$ cat src/rtl/clarvi_byte_sequencer.sv
// Byte-serial ALU front end: accepts one 64-bit operation, issues its eight
// byte-parts to the ALU in the order the op needs, collects the result bytes
// and returns the reassembled 64-bit result over a valid/ready port.
module clarvi_byte_sequencer #(
    parameter int unsigned DATA_W = 64,
    parameter int unsigned OP_W   = 5
) (
    input  logic              clock,
    input  logic              reset,
    input  logic              req_valid,
    output logic              req_ready,
    input  logic [OP_W-1:0]   req_op,
    input  logic              req_is32,
    input  logic              req_imm_used,
    input  logic [DATA_W-1:0] req_rs1,
    input  logic [DATA_W-1:0] req_rs2,
    input  logic [DATA_W-1:0] req_imm,
    input  logic [DATA_W-1:0] req_pc,
    output logic              resp_valid,
    input  logic              resp_ready,
    output logic [DATA_W-1:0] resp_result,
    output logic [OP_W-1:0]   alu_op,
    output logic [2:0]        alu_part,
    output logic              alu_is32,
    output logic              alu_imm_used,
    output logic [7:0]        alu_rs1,
    output logic [7:0]        alu_rs2,
    output logic [7:0]        alu_imm,
    output logic [DATA_W-1:0] alu_pc,
    output logic              alu_stall,
    input  logic [7:0]        alu_result
);

    typedef enum logic [1:0] {
        S_IDLE,
        S_RUN,
        S_DONE
    } state_t;

    typedef enum logic [OP_W-1:0] {
        OP_ADD,
        OP_SUB,
        OP_SL,
        OP_SLT,
        OP_SLTU,
        OP_XOR,
        OP_SRL,
        OP_SRA,
        OP_OR,
        OP_AND,
        OP_AUIPC,
        OP_JAL,
        OP_JALR
    } op_t;

    state_t            r_state;
    logic [2:0]        r_step;
    logic [OP_W-1:0]   r_op;
    logic              r_is32;
    logic              r_imm_used;
    logic [DATA_W-1:0] r_rs1;
    logic [DATA_W-1:0] r_rs2;
    logic [DATA_W-1:0] r_imm;
    logic [DATA_W-1:0] r_pc;
    logic [DATA_W-1:0] r_result;
    logic              r_req_ready;
    logic              r_resp_valid;
    logic              r_stall;

    logic              w_is_shift;
    logic              w_is_right;
    logic              w_desc;
    logic              w_split;
    logic [2:0]        w_part;
    logic [5:0]        w_idx;

    // Map the step counter onto the byte part required by the latched op.
    always_comb begin
        w_is_shift = (r_op == OP_SL) || (r_op == OP_SRL) || (r_op == OP_SRA);
        w_is_right = (r_op == OP_SRL) || (r_op == OP_SRA);
        w_desc     = (r_op == OP_SLT) || (r_op == OP_SLTU) || (w_is_right && !r_is32);
        w_split    = w_is_right && r_is32;
        w_part     = r_step;
        if (w_desc) begin
            w_part = ~r_step;
        end else if (w_split) begin
            // 3,2,1,0 then 7,6,5,4: low word top-down, then its sign extension
            w_part = {r_step[2], ~r_step[1:0]};
        end
        w_idx = {w_part, 3'b000};
    end

    assign req_ready    = r_req_ready;
    assign resp_valid   = r_resp_valid;
    assign resp_result  = r_result;
    assign alu_op       = r_op;
    assign alu_part     = w_part;
    assign alu_is32     = r_is32;
    assign alu_imm_used = r_imm_used;
    assign alu_rs1      = r_rs1[w_idx +: 8];
    assign alu_rs2      = w_is_shift ? r_rs2[7:0] : r_rs2[w_idx +: 8];
    assign alu_imm      = w_is_shift ? r_imm[7:0] : r_imm[w_idx +: 8];
    assign alu_pc       = r_pc;
    assign alu_stall    = r_stall;

    // Sequencer FSM: accept, issue eight parts, hold result until taken.
    always_ff @(posedge clock) begin
        if (!reset) begin
            r_state      <= S_IDLE;
            r_step       <= '0;
            r_op         <= '0;
            r_is32       <= 1'b0;
            r_imm_used   <= 1'b0;
            r_rs1        <= '0;
            r_rs2        <= '0;
            r_imm        <= '0;
            r_pc         <= '0;
            r_result     <= '0;
            r_req_ready  <= 1'b0;
            r_resp_valid <= 1'b0;
            r_stall      <= 1'b1;
        end else begin
            case (r_state)
                S_IDLE: begin
                    r_req_ready <= 1'b1;
                    if (req_valid && r_req_ready) begin
                        r_op        <= req_op;
                        r_is32      <= req_is32;
                        r_imm_used  <= req_imm_used;
                        r_rs1       <= req_rs1;
                        r_rs2       <= req_rs2;
                        r_imm       <= req_imm;
                        r_pc        <= req_pc;
                        r_result    <= '0;
                        r_step      <= '0;
                        r_req_ready <= 1'b0;
                        r_stall     <= 1'b0;
                        r_state     <= S_RUN;
                    end
                end
                S_RUN: begin
                    r_result[w_idx +: 8] <= alu_result;
                    r_step               <= r_step + 3'd1;
                    if (r_step == 3'd7) begin
                        r_stall      <= 1'b1;
                        r_resp_valid <= 1'b1;
                        r_state      <= S_DONE;
                    end
                end
                S_DONE: begin
                    if (resp_ready) begin
                        r_resp_valid <= 1'b0;
                        r_req_ready  <= 1'b1;
                        r_state      <= S_IDLE;
                    end
                end
                default: begin
                    r_state <= S_IDLE;
                end
            endcase
        end
    end

endmodule

$ cat config.mk
export PLATFORM = sky130hd
export DESIGN_NAME = clarvi_byte_sequencer
export DESIGN_NICKNAME = d
export VERILOG_FILES = /design/src/rtl/clarvi_byte_sequencer.sv
export SDC_FILE = /design/constraint.sdc
export NUM_CORES = 1
export LEC_CHECK = 0
export CAP_MARGIN = 20
export CORE_ASPECT_RATIO = 1.25
export CORE_MARGIN = 2
export CORE_UTILIZATION = 30
export DETAILED_ROUTE_END_ITERATION = 10
export PLACE_DENSITY_LB_ADDON = 0.08
export RECOVER_POWER = 100
export SYNTH_ARGS = -nofsm -noshare
export SYNTH_HDL_FRONTEND = slang
export SYNTH_SLANG_ARGS = --single-unit
export TNS_END_PERCENT = 10
$ cat constraint.sdc
create_clock -name clock -period 9.39 [get_ports clock]
set_clock_uncertainty 0.05 [all_clocks]
set_input_delay 0.939 -clock clock [delete_from_list [all_inputs] [get_ports clock]]
set_output_delay 0.939 -clock clock [all_outputs]
set_load 0.01 [all_outputs]
## After elaboration in Yosys (flattened, before gate mapping)

Cells that the tools add are included.

| storage, ports and cells | value |
|---|---|
| bits in registers | 335 |
| input port bits | 275 |
| output and inout port bits | 165 |

| cells by class | value |
|---|---|
| reduce and logical (&&, ||, !) cells | 19 |
| shift operators | 5 |
| bitwise logic cells | 2 |
| muxes and demuxes | 21 |
| eq/ne operators | 11 |
| add/sub/neg operators | 2 |

Operators by type and width:

| kind | count |
|---|---|
| 64-bit by 7-bit indexed part select with 8-bit output | 3 |
| 64-bit one-hot mux with 2 select lines | 1 |
| 64-bit bitwise mux | 1 |
| 64-bit two-way mux | 1 |
| 8-bit by 8-bit variable shift with 64-bit output, first input constant | 1 |
| 8-bit by 8-bit indexed part select with 64-bit output | 1 |
| 8-bit two-way mux | 2 |
| 5-bit by 3-bit == test with 1-bit output, second input constant | 3 |
| 5-bit by 2-bit == test with 1-bit output, second input constant | 2 |
| 3-bit AND reduction | 3 |
| 2-bit two-way mux | 4 |
| 6-bit negation with 8-bit output | 1 |
| 3-bit two-way mux | 2 |
| 2-bit != test, second input constant | 3 |
| 1-bit one-hot mux with 2 select lines | 3 |
| 2-bit one-hot mux with 3 select lines | 1 |
| 3-bit one-hot mux with 2 select lines | 1 |
| 2-bit AND reduction | 3 |
| 2-bit nonzero test | 3 |
| 1-bit logical OR | 5 |
| 1-bit two-way mux | 5 |
| 3-bit by 1-bit adder with 3-bit output, second input constant | 1 |
| 3-bit == test, second input constant | 1 |
| 1-bit logical AND | 3 |
| other kinds (6) | 6 |

## Longest topological paths before layout

Gate-level depths: netlist (run 1).

| logic depth | value |
|---|---|
| depth after elaboration | 9 |
| mapped depth | 14 |
| mapped depth without buffers | 11 |

## Worst setup path after synthesis (run 1)

No wires, ideal clock.

| path | value |
|---|---|
| kind | register to register |
| start | reg r_op[4] (netlist: alu_op[4]) |
| end | reg r_result[4] (netlist: resp_result[4]) |
| setup time | 76 ps |
| arrival time | 3271 ps |
| data required time | 9264 ps |
| cell stages (with the launch flop) | 14 |
| period minus slack after synthesis | 3397 ps |
| setup slack | 5993 ps |
| buffers on the path | 3 |
| cell sequence | dfxtp_1 -> or2_1 -> or3_4 -> and2_4 -> buf_4 -> buf_2 -> ha_1 -> ha_1 -> or3_1 -> nor2_1 -> and4_1 -> buf_1 -> nand2_1 -> a21boi_0 |

| between the ends | value |
|---|---|
| cells in the longest elaborated chain, start to end | 9 |

RTL lines:

| item | line | source |
|---|---|---|
| start, declared | 58 | `logic [OP_W-1:0] r_op;` |
| start signal, assigned | 127 | `r_op <= req_op;` |
| 5-bit by 3-bit == test with 1-bit output | 80 | `w_is_right = (r_op == OP_SRL) \|\| (r_op == OP_SRA);` |
| 1-bit logical OR | 80 |  |
| 1-bit logical AND, on equally long branches | 82, 81 |  |
| 2-bit two-way mux / 1-bit logical OR (equally long branches) | 86, 81 |  |
| 3-bit two-way mux (*) | 84 | `if (w_desc) begin` |
| 6-bit negation with 8-bit output (*) | 142 | `r_result[w_idx +: 8] <= alu_result;` |
| 8-bit by 8-bit indexed part select with 64-bit output / 8-bit by 8-bit variable shift with 64-bit output (equally long branches) | 142 |  |
| 64-bit bitwise mux (*) | 142 |  |
| 64-bit one-hot mux with 2 select lines (*) | 123 | `case (r_state)` |
| end signal, assigned by index | 142 |  |
| end, declared | 65 | `logic [DATA_W-1:0] r_result;` |

Mark *: on every way between the ends. The rest lies on a longest branch, timed or not.
A chain may end at the register's enable or synchronous reset.

## Final worst setup path (run 1)

| path | value |
|---|---|
| start | reg r_op[0] (netlist: alu_op[0]) |
| end | out alu_rs2[1] |

| between the ends | value |
|---|---|
| cells in the longest elaborated chain, start to end | 7 |

RTL lines:

| item | line | source |
|---|---|---|
| 5-bit by 3-bit == test with 1-bit output | 79, 80 |  |
| 1-bit logical OR | 80 |  |
| 1-bit logical AND, on equally long branches | 82, 81 |  |
| 2-bit two-way mux / 1-bit logical OR (equally long branches) | 86, 81 |  |
| 3-bit two-way mux | 84 |  |
| 64-bit by 7-bit indexed part select with 8-bit output | 101 | `assign alu_rs2 = w_is_shift ? r_rs2[7:0] : r_rs2[w_idx +: 8];` |
| 8-bit two-way mux (*) | 101 |  |
| end, declared | 27 | `output logic [7:0] alu_rs2,` |

Marked as above.

==> results by group, run 1 <==
Outcome
  • Status: finished, violations left
  • Failing checks: capacitance limit, slew limit

Placement
  • Post-DP HPWL: 36600 um
  • Port bufs: 439
  • Post-DP Area: 0.0191 mm2
  • Routability congestion estimate from global placement: 0.855

Drt
  • Final antenna-violating net count: 0
  • Drt wl/cell: 19.3 um
  • Drc violations: 0
  • Initial drt markers: 739
  • Met3 wire len: 4230 um
  • WL met1: 21600 um
  • Routed vias/inst: 4.84
  • Top layer in use: met5
  • Detailed-route via count: 13.4k
  • DR pass1 iterations: 5
  • Final wirelength: 53400 um
  • Metal2 WL: 25700 um

Worst setup path
  • Worst path required time: 8.40 ns
  • CP Capture Type: output pin
  • Crit path kind: reg -> out
  • Reg2Reg Depth: 4
  • FF-to-FF setup slack: 3.72 ns
  • Crit-path max FO: 23
  • Worst Path Arrival: 5.96 ns
  • RR Endpoint: alu_pc[51]
  • CP Launch Type: register
  • R2R Path Start: r_state[0]

Floorplan
  • Area of the core: 0.0472 mm2
  • Ports: 440
  • Starting Density: 30.4%
  • Die Footprint: 0.0496 mm2
  • FP Rows: 89
  • Die Y: 249 um
  • Die X-Extent: approximately 200 um

Logic synthesis
  • Synth Net Count: a little over 2k
  • FF+latch count, synth: around 340
  • Synth warn: 0
  • Synth unique cells: 52
  • Post-synthesis sequential area ratio: around 47%
  • Cells after Synth: roughly 1.7k
  • Avg Inst Size Synth: 8.21 um2
  • Mapped cell area: 0.0144 mm2

Worst hold path
  • Worst min-delay path startpoint: alu_pc[28]
  • Hold Path Class: reg -> reg
  • Hold depth: 2
  • Sink of the worst hold path: alu_pc[28]

GRT
  • Largest net degree at the start of global routing: roughly 220
  • Total GRT Usage: 20.9%
  • Aggregate global routing overflow: 0
  • First-pass GRT wire length: 79400 um
  • Initial antenna violation count: 21
  • Vias in the first global route: about 13k

Final layout
  • Area delta synth->final: 42.0%
  • Most frequent cells in the layout: nand2_1, dfxtp_1, a21boi_0, clkdlybuf4s50_1, dlygate4sd3_1
  • Commonest non-fill, non-tap cell in the layout: nand2_1
  • Nets@finish: 2371
  • Post-route cell area: 0.0204 mm2
  • Share of post-route cells with drive strength above 1: 5.19%

Timing
  • Fmax achieved: ~140 MHz
  • Worst-margin pin slew: 4.81 ns
  • Final setup fails: 0
  • Slew Limit Fails: ~630
  • RSZ-0062 raised after global routing: false
  • Setup TNS Final: 0 ns
  • Final Hold Vio Count: 0
  • Fin crit period: approximately 7 ns
  • Final period utilization: around 74%
  • Worst slew margin: -220%

Clocking
  • Post CTS Setup Buffer Count: 0
  • Clk Tree Root Cell: clkbuf_16
  • Post-CTS resize count: 0
  • Worst-Skew Late Latency: about 0.55 ns
  • Post-CTS Hold Fix Bufs: 0
  • CTS tree: built
  • Clock sink total: 335
  • Maximum clock insertion buffer count: 3
  • Inserted Clock Buffers: 39
  • Clock Pin Slew Worst Setup and Hold Paths: 0.06 ns
  • H-tree depth: 2

Run
  • Max Cap Violations: 5

Power and ir drop
  • PwrDens: 178 mW/mm2
  • Peak supply drop: 129 uV
  • Leakage power figure: 0.00740 uW
  • Total power draw: 3630 uW
## registers in the layout, indices dropped and copies added (netlist names)
register and flops:
r_step 3, req_ready 1, resp_result 64, r_imm 64, alu_op 5, alu_pc 64
alu_imm_used 1, resp_valid 1, r_rs1 64, alu_is32 1, alu_stall 1, r_rs2 64
r_state 2
## where the power goes
part           switching (uW)  internal (uW)
registers                39.4           1480
clock network             625            965
logic                     260            263
total                     925           2710
## through the flow
| stage | std cells | utilization [%] | worst slack [ns] | hold WS, ns |
|---|---|---|---|---|
| 6_report | 2772 | 43.2 | 2.44 | 0.406 |
| 5_1_grt | 2770 | 43.2 | 2.04 | 0.427 |
| 4_1_cts | 2757 | 43.2 | 4.28 | 0.415 |
| 3_5_place_dp | 2687 | 40.4 | 4.88 | 0.407 |
| 3_3_place_gp | 2687 | 40.4 | 5.00 | 0.401 |
| 2_1_floorplan | 1748 | - | 5.99 | 0.389 |
## cells in the mapped netlist, drive strengths merged
cell,count,area share [%]
nand2b,2,0.087
nand3,70,2.4
nand3b,1,0.052
or2,1,0.044
and4,2,0.12
nand2,686,18
a311oi,14,0.85
xnor2,1,0.11
a2111oi,2,0.38
mux2,2,0.16
o21ai,22,0.79
a31o,2,0.12
dfxtp,335,47
or3,4,0.21
a211o,2,0.12
o211ai,3,0.23
a21oi,7,0.24
mux2i,1,0.070
nor2,12,0.35
a31oi,14,0.61
and2,3,0.15
mux4,18,2.8
clkbuf,118,3.1
and3,14,0.61
o211a,1,0.070
a211oi,15,0.87
ha,4,0.35
inv,6,0.17
nor3b,2,0.10
nor3,5,0.32
nand4,2,0.087
o22a,14,0.85
buf,27,1.3
a21boi,330,17
o31a,1,0.12
nor2b,4,0.17
o31ai,1,0.052
## worst max-delay path by stage
stage                         start             end  slack (ns)  cells past startpoint
after floorplan           alu_op[4]  resp_result[4]        5.99                     13
after global placement    alu_op[4]      alu_rs2[1]        5.00                      7
after detailed placement  alu_op[4]      alu_rs2[2]        4.88                      7
after CTS                 alu_op[1]      alu_rs2[2]        4.28                      7
after global routing      alu_op[0]      alu_rs2[1]        2.04                      7
final                     alu_op[0]      alu_rs2[1]        2.44                      7
## critical path: stages, from the launching register on
cell and delay (ns):
dfxtp_1 0.45, mux2i_1 0.38, nor3_1 0.11, nor2_1 1.82
inv_2 0.88, o31a_1 0.80, o22a_1 0.36, dlygate4sd3_1 0.61
## final cells by class
cell class              instances  area (um2)
clock buffers                  59        1200
multi-input cells            1262        7020
fillers                      4865       26800
inverters                       6        25.0
repair buffers                448        4470
flip-flops and latches        335        6710
clock inverters                11         130
diodes                         14        35.0
well taps                     637         797
## cell families (layout without fill, tap and decap cells)
logic type	after synthesis	in the layout	synth area share [%]
simple gates	808	808	22.7
compound gates	428	428	22.6
flops	335	335	46.7
buf+inv	151	524	4.51
mux	21	21	3.05
fa+ha+maj	4	4	0.349
xor+xnor	1	1	0.113
other cells	0	14	0
## layer usage
metal,track usage [%],vias up
met3,6.27,96
li1,-,6536
met2,34.1,451
met4,8.34,14
met1,25.7,6310
met5,0,-
Note: power is estimated with default switching activity, not from simulation.
==> run 2: changes to the inputs <==
==> constraint.sdc (replaced) <==
create_clock -name clock -period 6.7 [get_ports clock]
set_clock_uncertainty 0.05 [all_clocks]
set_input_delay 0.67 -clock clock [delete_from_list [all_inputs] [get_ports clock]]
set_output_delay 0.67 -clock clock [all_outputs]
set_load 0.01 [all_outputs]
==> results by group, run 2 (same netlist as run 1, synthesis figures left out) <==
Outcome
  • Status: finished, violations left
  • Failing checks: capacitance limit, slew limit

Drt
  • Drt wl/cell: 19.3 um (about the same)
  • Routed vias/inst: 4.83 (-0.21%)
  • DR pass1 iterations: 5 (unchanged)
  • Drc violations: 0 (unchanged)
  • Final wirelength: 53200 um (-0.37%)
  • Initial drt markers: 658 (-11%)
  • Final antenna-violating net count: 0 (unchanged)
  • Detailed-route via count: 13.3k (-0.60%)

Floorplan
  • Starting Density: 30.4% (unchanged)
  • Area of the core: 0.0472 mm2 (unchanged)
  • Ports: 440 (unchanged)
  • Die Y: 249 um (unchanged)
  • FP Rows: 89 (unchanged)
  • Die Footprint: 0.0496 mm2 (unchanged)
  • Die X-Extent: 200 um (unchanged)

Clocking
  • Post-CTS resize count: 0 (unchanged)
  • Post CTS Setup Buffer Count: 0 (unchanged)
  • H-tree depth: 2 (unchanged)
  • Maximum clock insertion buffer count: 3 (unchanged)
  • Clock sink total: 335 (unchanged)
  • CTS tree: built
  • Clock Pin Slew Worst Setup and Hold Paths: 0.06 ns (about the same)
  • Clk Tree Root Cell: clkbuf_16
  • Inserted Clock Buffers: 38 (-2.6%)
  • Post-CTS Hold Fix Bufs: 0 (unchanged)
  • Worst-Skew Late Latency: 0.55 ns (about the same)

Power and ir drop
  • Leakage power figure: 0.00735 uW (-0.76%)
  • PwrDens: 245 mW/mm2 (+37%)
  • Peak supply drop: 146 uV (+13%)
  • Total power draw: 4960 uW (+37%)

Timing
  • Setup TNS Final: 0 ns (unchanged)
  • RSZ-0062 raised after global routing: false
  • Final period utilization: 82.2%
  • Final setup fails: 0 (unchanged)
  • Final Hold Vio Count: 0 (unchanged)
  • Slew Limit Fails: 657 (+4.0%)
  • Final Hold Slack: 0.406 ns (-0.000859 ns)
  • Fin crit period: ~5.5 ns
  • Worst-margin pin slew: 4.84 ns (+0.0306 ns)
  • Fmax achieved: 182 MHz
  • Worst slew margin: -223% (-2.0 points)

Worst setup path
  • Crit path kind: reg -> out
  • CP Launch Type: register
  • Slowest stage delay, CP: 0.97 ns (-0.85 ns)
  • Stages on the worst setup path: 7 (unchanged)
  • Worst path required time: 5.98 ns (-2.42 ns)
  • Critical-path top delay cell: o21ai_0
  • Worst Path Arrival: 4.79 ns (-1.17 ns)
  • Critical path's top delay family: compound AO/OA/AOI/OAI gates
  • Reg2Reg Depth: 4 (unchanged)
  • WP buf/inv: 2 (unchanged)
  • CP Capture Type: output pin
  • Crit-path max FO: 48 (+110%)
  • Cell Chain, Critical Path: or2_1, o21ai_0, and2_4, inv_4, o31a_4, o22a_1, dlygate4sd3_1

GRT
  • Initial antenna violation count: 18 (-14%)
  • First-pass GRT wire length: 79400 um (about the same)
  • Vias in the first global route: 13.0k (+0.25%)
  • Aggregate global routing overflow: 0 (unchanged)
  • Total GRT Usage: 20.9% (-0.043 points)
  • Largest net degree at the start of global routing: 224 (unchanged)

Run
  • Max Cap Violations: 4 (-1)

Placement
  • Port bufs: 439 (unchanged)
  • Post-DP HPWL: 36800 um (+0.46%)
  • Routability congestion estimate from global placement: 0.850 (-0.51%)

Final layout
  • Area delta synth->final: 41.2%
  • Share of post-route cells with drive strength above 1: 4.88% (-0.31 points)
  • Commonest non-fill, non-tap cell in the layout: nand2_1
  • Nets@finish: 2370 (-0.042%)
  • Most frequent cells in the layout: nand2_1, dfxtp_1, a21boi_0, clkdlybuf4s50_1, dlygate4sd3_1

Worst hold path
  • Hold depth: 2 (unchanged)
  • Hold Path Class: reg -> reg
run 2: tightest hold or removal path, stage by stage, from the launching register on:
cell and delay, ns:
dfxtp_1 0.30, nand2_1 0.04, a21boi_0 0.06
run 2: stage by stage:
| stage | std cells | instance area, um2 | util (%) | setup slack [ns] |
|---|---|---|---|---|
| 6_report | 2761 | 20300 | 42.9 | 1.19 |
| 5_1_grt | 2759 | 20300 | 42.9 | 0.836 |
| 4_1_cts | 2748 | 20300 | 42.9 | 1.87 |
| 3_5_place_dp | 2687 | 19100 | 40.4 | 2.47 |
| 3_3_place_gp | 2687 | 19100 | 40.4 | 2.58 |
| 2_1_floorplan | 1748 | 14400 | - | 3.30 |
run 2: path summary, 6_finish.rpt:
kind / startpoint / endpoint / slack (ns)
worst min-delay path: alu_pc[52] / alu_pc[52] / 0.41
worst max-delay path: alu_op[4] / alu_rs2[1] / 1.19
worst min register to register: alu_pc[52] / alu_pc[52] / 0.41
worst max register to register: r_state[0] / r_imm[20] / 1.48
run 2: final cells by class:
class	instances	area, um2
antenna	12	30.0
clock buffer	52	1100
clock inverter	9	120
fill	4848	26900
inverter	6	25.0
multi-input combinational	1262	7030
sequential	335	6710
tap	637	797
timing repair buffer	448	4470
run 2: per-layer routing:
layer | GRT usage [%] | vias up | share of wire [%]
li1 | - | 6538 | -
met1 | 25.5 | 6280 | 41
met2 | 34.9 | 418 | 49
met3 | 6.08 | 76 | 7.5
met4 | 7.11 | 14 | 2.0
met5 | 0 | - | 0.19
run 2: power breakdown:
group	switching, uW	total, uW	internal [uW]	leakage (uW)
clock	841	2090	1250	0.000602
sequential	54.9	2130	2080	0.00272
combinational	366	737	371	0.00402
==> run 3: changes to the inputs <==
==> constraint.sdc (replaced) <==
create_clock -name clock -period 5.6 [get_ports clock]
set_clock_uncertainty 0.05 [all_clocks]
set_input_delay 0.56 -clock clock [delete_from_list [all_inputs] [get_ports clock]]
set_output_delay 0.56 -clock clock [all_outputs]
set_load 0.01 [all_outputs]
==> results by group, run 3 (same netlist as run 1, synthesis figures left out) <==
Drt
  • Final wirelength: 52800 um (-0.78%)
  • Drt wl/cell: 19.1 um (-0.99%)
  • Initial drt markers: 541 (-18%)
  • Final antenna-violating net count: 0 (unchanged)
  • Drc violations: 0 (unchanged)
  • Routed vias/inst: 4.81 (-0.25%)
  • DR pass1 iterations: 6 (+1)
  • Detailed-route via count: 13.3k (-0.038%)

Clocking
  • H-tree depth: 2 (unchanged)
  • Clk Tree Root Cell: clkbuf_16
  • Clock sink total: 335 (unchanged)
  • Inserted Clock Buffers: 39 (+2.6%)
  • CTS tree: built
  • Post-CTS resize count: 0 (unchanged)
  • Worst-Skew Late Latency: 0.55 ns (about the same)
  • Post-CTS Hold Fix Bufs: 0 (unchanged)
  • Maximum clock insertion buffer count: 3 (unchanged)
  • Post CTS Setup Buffer Count: 0 (unchanged)
  • Clock Pin Slew Worst Setup and Hold Paths: 0.06 ns (about the same)

GRT
  • Total GRT Usage: 20.8% (-0.10 points)
  • Initial antenna violation count: 12 (-6)
  • M3 GR Usage: 5.60% (-0.47 points)
  • Largest net degree at the start of global routing: 205 (-8.5%)
  • Busiest layer in global routing: met2
  • Aggregate global routing overflow: 0 (unchanged)
  • Vias in the first global route: 13.3k (+1.8%)
  • Met2 Track Usage GR: 36.1% (+1.2 points)
  • First-pass GRT wire length: 79300 um (-0.17%)
  • Grt met1 use: 24.5% (-0.94 points)

Floorplan
  • Die Footprint: 0.0496 mm2 (unchanged)
  • Starting Density: 30.4% (unchanged)
  • Die Y: 249 um (unchanged)
  • Ports: 440 (unchanged)
  • FP Rows: 89 (unchanged)
  • Area of the core: 0.0472 mm2 (unchanged)
  • Die X-Extent: 200 um (unchanged)

Placement
  • Post-DP HPWL: 36100 um (-1.9%)
  • Placed insts: 2689 (+0.074%)
  • Port bufs: 439 (unchanged)
  • Routability congestion estimate from global placement: 0.790 (-7.1%)

Final layout
  • Area delta synth->final: 42.3%
  • Non-filler cells, final: 2767 (+0.22%)
  • Register Area: 0.00671 mm2 (unchanged)
  • FILL cells: 4866 (+0.37%)
  • Commonest non-fill, non-tap cell in the layout: nand2_1
  • Multi-input logic area: 0.00701 mm2 (-0.41%)
  • Most frequent cells in the layout: nand2_1, dfxtp_1, a21boi_0, clkdlybuf4s50_1, dlygate4sd3_1
  • Nets@finish: 2374 (+0.17%)
  • Share of post-route cells with drive strength above 1: 5.23% (+0.35 points)

Timing
  • Final period utilization: about 87%
  • RSZ-0062 raised after global routing: false
  • Slew Limit Fails: 83 (-87%)
  • Fin crit period: 4.89 ns
  • Final Hold Vio Count: 0 (unchanged)
  • Worst slew margin: -105% (+120 points)
  • Worst-margin pin slew: 3.07 ns (-1.76 ns)
  • Fmax achieved: 205 MHz
  • Setup TNS Final: 0 ns (unchanged)
  • Final setup fails: 0 (unchanged)

Worst setup path
  • Slowest stage delay, CP: 0.85 ns (-0.12 ns)
  • Worst path required time: 4.99 ns (-0.99 ns)
  • Worst Path Arrival: 4.28 ns (-0.51 ns)
  • WP buf/inv: 2 (unchanged)
  • Critical path origin: alu_op[4]
  • R2R Path Start: alu_op[4]
  • CP Launch Type: register
  • Cell Chain, Critical Path: or2_1, or3_4, and2_0, inv_2, a211oi_1, a311oi_1, o22a_1, clkdlybuf4s50_1
  • Crit path kind: reg -> out
  • CP Capture Type: output pin
  • Crit-path max FO: 48 (unchanged)
  • Critical-path top delay cell: inv_2
  • Critical path's top delay family: buffers and inverters

Power and ir drop
  • P_sw: 1540 uW (+22%)
  • Pint: 4530 uW (+22%)
  • Clock power frac: 43.9% (+1.7 points)
  • Flop pwr share: 41.9% (-1.1 points)
  • Peak supply drop: 183 uV (+25%)
  • Switching share of total power: 25.4% (about the same)
  • Combinational share of power: 14.2% (-0.6 points)
  • Leakage power figure: 0.00745 uW (+1.4%)
  • PwrDens: 297 mW/mm2 (+22%)

Outcome
  • Failing checks: capacitance limit, slew limit
  • Status: finished, violations left

Worst hold path
  • Worst min-delay path startpoint: alu_imm_used
  • Hold Path Class: reg -> reg

Run
  • Max Cap Violations: 1 (-3)
run 3: cell types whose count changed in the layout (fill, tap and decap cells not counted), sizes merged:
cell           change
buf                +3
clkbuf            +11
clkdlybuf4s50      -1
clkinv             -2
diode              -6
dlygate4sd3        +1
run 3: layout make-up:
| type | instances | share of cell area, % |
|---|---|---|
| multi-input cells | 1262 | 34.3 |
| flip-flops and latches | 335 | 32.8 |
| clock buffers | 63 | 5.96 |
| well taps | 637 | 3.90 |
| inverters | 6 | 0.110 |
| clock inverters | 7 | 0.539 |
| diodes | 6 | 0.0735 |
| repair buffers | 451 | 22.3 |
run 3: worst paths after layout:
path | slack (ns) | endpoint | depth (start not counted)
hold reg to reg | 0.41 | alu_imm_used | 2
setup reg to reg | 1.04 | resp_result[55] | 11
setup / recovery | 0.71 | alu_rs2[6] | 8
hold / removal | 0.41 | alu_imm_used | 2
run 3: worst register-to-register path: stages, from the launching register on:
cell and delay, ns:
dfxtp_1 0.33, or2_1 0.33, or3_4 0.49, and2_0 0.22
clkbuf_2 0.58, ha_1 0.50, ha_1 0.24, nor3b_1 0.35
nand2_1 0.18, a2111oi_2 0.90, nand2_1 0.12, a21boi_0 0.21
run 3: through the flow:
stage	area, um2	hold slack [ns]	util [%]	setup WS (ns)	total power [uW]
after detailed placement	19100	0.406	40.4	1.49	3490
after CTS	20400	0.414	43.2	0.866	6200
after global routing	20400	0.434	43.3	0.354	6340
final	20400	0.409	43.3	0.714	6080
after global placement	19100	0.401	40.4	1.58	3490
after floorplan	14400	0.389	-	2.20	3020
run 3: power groups by stage:
| stage | Sequential, uW | Clock (uW) | Combinational [uW] |
|---|---|---|---|
| after floorplan | 2590 | 0 | 435 |
| after global routing | 2550 | 2840 | 942 |
| final | 2540 | 2670 | 863 |
| after detailed placement | 2600 | 0 | 896 |
| after global placement | 2600 | 0 | 891 |
| after CTS | 2540 | 2760 | 900 |
run 3: layer usage:
layer	vias to the layer above	part of all wire, %
met1	6312	41
met2	361	50
met3	79	6.9
li1	6555	-
met5	-	0.18
met4	14	2.4
==> patch 1: new RTL, settings of run 3 <==
The 3 states of `state_t` get a one-hot encoding in 3 bits.
--- a/src/rtl/clarvi_byte_sequencer.sv
+++ b/src/rtl/clarvi_byte_sequencer.sv
@@ -31,10 +31,10 @@
     input  logic [7:0]        alu_result
 );
 
-    typedef enum logic [1:0] {
-        S_IDLE,
-        S_RUN,
-        S_DONE
+    typedef enum logic [2:0] {
+        S_IDLE = 3'b001,
+        S_RUN  = 3'b010,
+        S_DONE = 3'b100
     } state_t;
 
     typedef enum logic [OP_W-1:0] {
Behaviour: no difference found for any inputs over 4 cycles, from zero or initial values and one cycle with reset low; so few cycles prove little.
==> patch 1 against run 3 <==
  * The flow still finishes with violations (max-capacitance violations, max-slew violations)
  * Die area is 9.6% higher
  * Final area up 6.8%
  * Highest routed layer unchanged
  * Critical endpoint is now alu_rs1[2]
  * Setup slack got worse by 0.34 ns
  * Utilization down 1.1 points
  * Critical path depth unchanged
  * Total power rose by 0.50%
  * Sequential cell count rose by 1
  * Hold slack hardly changed
  * Largest power group unchanged
  * Area after synthesis rose by 9.8%
  * Routed wire length increased by 12%
==> patch 1: results (changes against run 3) <==
stage	metric	value	unit	change
outcome	outcome	finished, violations left		
synthesis	count of cell types in the netlist	53		+1.9%
outcome	failing checks	max-capacitance violations, max-slew violations		
worst_hold_path	Worst Hold Endpoint	alu_pc[0]$_SDFFE_PN0P_		
final_layout	# fillers	5175		+6.4%
synthesis	synthesized area per cell	8.17	µm²	-0.53%
final_layout	nets	2530		+6.6%
power_and_ir_drop	Max IR drop VDD	0.202	mV	+11%
global_routing	largest net degree at the start of global routing	214		+4.4%
worst_hold_path	hold path start	alu_pc[0]$_SDFFE_PN0P_		
routing	drt pass-1 iters	5		-1
clock_network	CTS buffer count	40		+2.6%
synthesis	Synth area leaders	dfxtp_1 (43%), nand2_1 (15%), a21boi_0 (13%)		
power_and_ir_drop	leakage power	7.60	nW	+2.1%
placement	DP Wirelength	41000	µm	+13%
critical_path	FF-to-FF End	resp_result[44]$_SDFFE_PN0P_		
job	Max Cap Viol	2		+1
timing	period utilization	0.933		+0.0606
synthesis	syn nets	2209		+9.0%
final_layout	share of layout cells above drive strength 1	0.0588		+0.00654
final_layout	Non-Filler Instances	2951		+6.6%
critical_path	Reg2Reg Setup Slack	0.89	ns	-0.15 ns
critical_path	crit path to	alu_rs1[2]		
synthesis	Commonest cells post-synth	nand2_1 (631), dfxtp_1 (336), a21boi_0 (265), clkbuf_1 (146), nand2b_1 (68)		
routing	DRT iter0 DRCs	975		+80%
timing	max-slew violation count	294		+250%
routing	Vias	14912		+12%
critical_path	Crit path arrival time	4.62	ns	+0.34 ns
critical_path	R2R Path Start	alu_op[0]$_SDFFE_PN0P_		
critical_path	R2R cell count	9		-2
global_routing	antenna violations before repair	13		+1
placement	port bufs	439		unchanged
routing	routed length per instance	20.0	µm	+4.8%
placement	dpl cells	2873		+6.8%
critical_path	CP max FO	34		-29%
global_routing	first-pass GRT wire length	89000	µm	+12%
global_routing	total global-route track usage	0.212		+0.00420
timing	measured slew at the worst slew-check pin	2.81	ns	-0.265 ns
placement	RePlAce Congestion	0.845		+6.9%
placement	pre-CTS setup slack	0.875	ns	-0.615 ns
patch 1: cell types whose count changed after synthesis, moves of 32 or more:
cell	delta
nand2b_1	+66
nand2_1	-55
nand3_1	-48
nand3b_1	+35
a22oi_1	+32
o311ai_1	+32
patch 1: logic make-up (layout without fill, tap and decap cells):
family          count (synthesis)  count (layout)  synth area share
mux                            26              26            0.0299
other cells                     0               7                 0
flops                         336             336             0.427
fa+ha+maj                       4               4           0.00317
simple gates                  849             849             0.234
compound gates                528             528             0.258
buf+inv                       187             536            0.0480
patch 1: final cells by class:
type	instances	area, µm²	area share
inverter	4	15.0	0.000688
timing repair buffer	462	4590	0.210
clock inverter	7	106	0.00487
multi-input combinational	1407	8320	0.381
antenna	7	17.5	0.000803
sequential	336	6730	0.308
clock buffer	63	1210	0.0554
tap	665	832	0.0381
patch 1: per-stage QoR:
stage	instance area, µm²	power [W]	util
6_report	21800	0.00611	0.421
5_1_grt	21800	0.00639	0.421
4_1_cts	21800	0.00622	0.421
3_5_place_dp	20500	0.00353	0.396
3_3_place_gp	20500	0.00352	0.396
2_1_floorplan	15800	0.00304	-
patch 1: power by group:
part           leakage [nW]  total [W]  internal [W]  switching (W)
registers              2.73    0.00257       0.00249      0.0000731
clock network         0.638    0.00264       0.00158        0.00107
logic                  4.23   0.000898      0.000437       0.000461
total                  7.60    0.00611       0.00451        0.00160
patch 1: critical path: stages, from the launching register on:
cell,delay (ns)
dfxtp_1,0.45
mux2_2,0.66
a21boi_0,0.28
buf_4,0.34
nor2_2,0.16
inv_2,0.61
mux4_2,0.62
mux2_2,0.29
dlygate4sd3_1,0.61
patch 1: metal layers:
layer,global-route usage,share of wire,up-vias
met5,0,0.0013,-
met4,0.0740,0.028,12
met3,0.0468,0.057,107
met2,0.374,0.50,416
met1,0.254,0.42,7056
li1,-,-,7321
==> patch 2: new RTL, settings of run 3 <==
Without the edit above. Set the parameter `DATA_W` to 68 (it was 64).
--- a/src/rtl/clarvi_byte_sequencer.sv
+++ b/src/rtl/clarvi_byte_sequencer.sv
@@ -2,7 +2,7 @@
 // byte-parts to the ALU in the order the op needs, collects the result bytes
 // and returns the reassembled 64-bit result over a valid/ready port.
 module clarvi_byte_sequencer #(
-    parameter int unsigned DATA_W = 64,
+    parameter int unsigned DATA_W = 68,
     parameter int unsigned OP_W   = 5
 ) (
     input  logic              clock,
Ports: changed (6 resized); port bits go from 440 to 464. The function was not compared with the original's and may differ.
==> patch 2 against run 3 <==
  * The flow still finishes with violations (max-capacitance violations, max-slew violations)
  * Area after synthesis increased by 8.5%
  * Total power increased by 0.59%
  * Combinational power about the same
  * Setup slack got worse by 0.21 ns
  * Final area increased by 6.3%
  * Maximum frequency decreased by 4.2%
  * Utilization decreased by 1.0 points
  * First-iteration DRC count increased by 36%
  * Synthesized cell count increased by 8.1%
  * Routed wire length increased by 14%
  * Sequential cell count increased by 8
  * Critical endpoint is now alu_imm[0]
==> patch 2: results (changes against run 3) <==
stage	metric	value	unit	change
outcome	outcome	finished, violations left		
outcome	failing checks	max-capacitance violations, max-slew violations		
synthesis	Synth warnings	0		unchanged
critical_path	CP max FO	47		-2.1%
synthesis	Commonest cells post-synth	nand2_1 (617), dfxtp_1 (343), a21boi_0 (303), clkbuf_1 (124), o21ai_0 (50)		
power_and_ir_drop	clk pwr	0.00263	W	-1%
global_routing	first-pass GRT wire length	91300	µm	+15%
timing	measured slew at the worst slew-check pin	4.59	ns	+1.52 ns
placement	RePlAce Congestion	0.798		+1.1%
job	Max Cap Viol	2		+1
synthesis	Primary FF master, synth	dfxtp_1		
power_and_ir_drop	Internal Power	0.00451	W	-0.38%
critical_path	critical path's top delay family	buffers and inverters		
power_and_ir_drop	logic gate share of total power	0.141		
synthesis	Seq/Total Area, Yosys	0.441		-0.0264
clock_network	CTS buffer count	40		+2.6%
placement	DP Wirelength	41200	µm	+14%
routing	Vias	14913		+12%
worst_hold_path	min-delay worst type	reg -> reg		
synthesis	count of cell types in the netlist	74		+42%
routing	DRT iter0 DRCs	738		+36%
clock_network	Clock H-tree levels	2		unchanged
clock_network	postcts setup bufs	0		unchanged
clock_network	Max clock buf depth	3		unchanged
routing	drt pass-1 iters	6		unchanged
clock_network	Clock Tree Root	clkbuf_16		
final_layout	share of layout cells above drive strength 1	0.0487		-0.00357
routing	routed length per instance	20.5	µm	+7.5%
timing	max-slew violation count	309		+270%
placement	port bufs	451		+2.7%
synthesis	ys async rst share	0		unchanged
power_and_ir_drop	leakage power	7.82	nW	+5.0%
synthesis	syn nets	2184		+7.7%
final_layout	nets	2526		+6.4%
routing	vias per cell	5.09		+5.8%
global_routing	largest net degree at the start of global routing	256		+25%
clock_network	Clock transition at path regs	0.06	ns	about the same
placement	dpl cells	2854		+6.1%
synthesis	synthesized area per cell	8.24	µm²	+0.37%
global_routing	antenna violations before repair	15		+3
clock_network	post-cts resize count	0		unchanged
critical_path	Crit path arrival time	4.49	ns	+0.21 ns
global_routing	total global-route track usage	0.217		+0.00927
critical_path	slowest cell on the critical path	clkbuf_2		
clock_network	clock latency on the worst-skew pair	0.57	ns	+0.02 ns
synthesis	number of synthesized flops with an enable pin	0		unchanged
critical_path	max incr delay on CP	0.80	ns	-0.05 ns
synthesis	Synth area leaders	dfxtp_1 (44%), nand2_1 (15%), a21boi_0 (15%)		
power_and_ir_drop	Max IR drop VDD	0.186	mV	+1.8%
[patch 2: final timing paths]
kind                                startpoint                            to  slack, ns  cells after the start
setup / recovery        r_step[1]$_SDFFE_PN0P_                    alu_imm[0]       0.50                      7
hold / removal    resp_result[11]$_SDFFE_PN0P_  resp_result[11]$_SDFFE_PN0P_       0.41                      1
setup reg to reg        alu_op[0]$_SDFFE_PN0P_  resp_result[57]$_SDFFE_PN0P_       0.65                     10
hold reg to reg   resp_result[11]$_SDFFE_PN0P_  resp_result[11]$_SDFFE_PN0P_       0.41                      1
[patch 2: cells by family after synthesis]
logic type	after synthesis	share of synthesized area
and+or+nand+nor	775	0.212
adders and majority gates	3	0.00241
AOI/OAI and AO/OA	565	0.272
buffers and inverters	168	0.0447
muxes	35	0.0273
xor gates and xnor gates	1	0.000562
DFF	343	0.441
[patch 2: area by class of cell]
| class | instances | area [µm²] |
|---|---|---|
| clock buffers | 63 | 1240 |
| flip-flops and latches | 343 | 6870 |
| multi-input cells | 1379 | 8020 |
| well taps | 665 | 832 |
| inverters | 2 | 7.51 |
| clock inverters | 6 | 70.1 |
| fillers | 5208 | 29700 |
| diodes | 5 | 12.5 |
| repair buffers | 466 | 4670 |
[patch 2: per-stage QoR]
step	setup slack, ns	cell area [µm²]	hold slack, ns	power, W
after CTS	0.627	21700	0.417	0.00623
after floorplan	2.81	15600	0.389	0.00307
after global placement	1.28	20400	0.398	0.00355
after detailed placement	1.25	20400	0.404	0.00356
final	0.499	21700	0.409	0.00611
after global routing	0.245	21700	0.430	0.00639
[patch 2: routing by layer]
layer	up-vias	part of all wire	global-route usage
met4	18	0.029	0.0658
met1	7099	0.40	0.254
met3	90	0.069	0.0627
met2	439	0.50	0.383
met5	-	0.0020	0
li1	7267	-	-
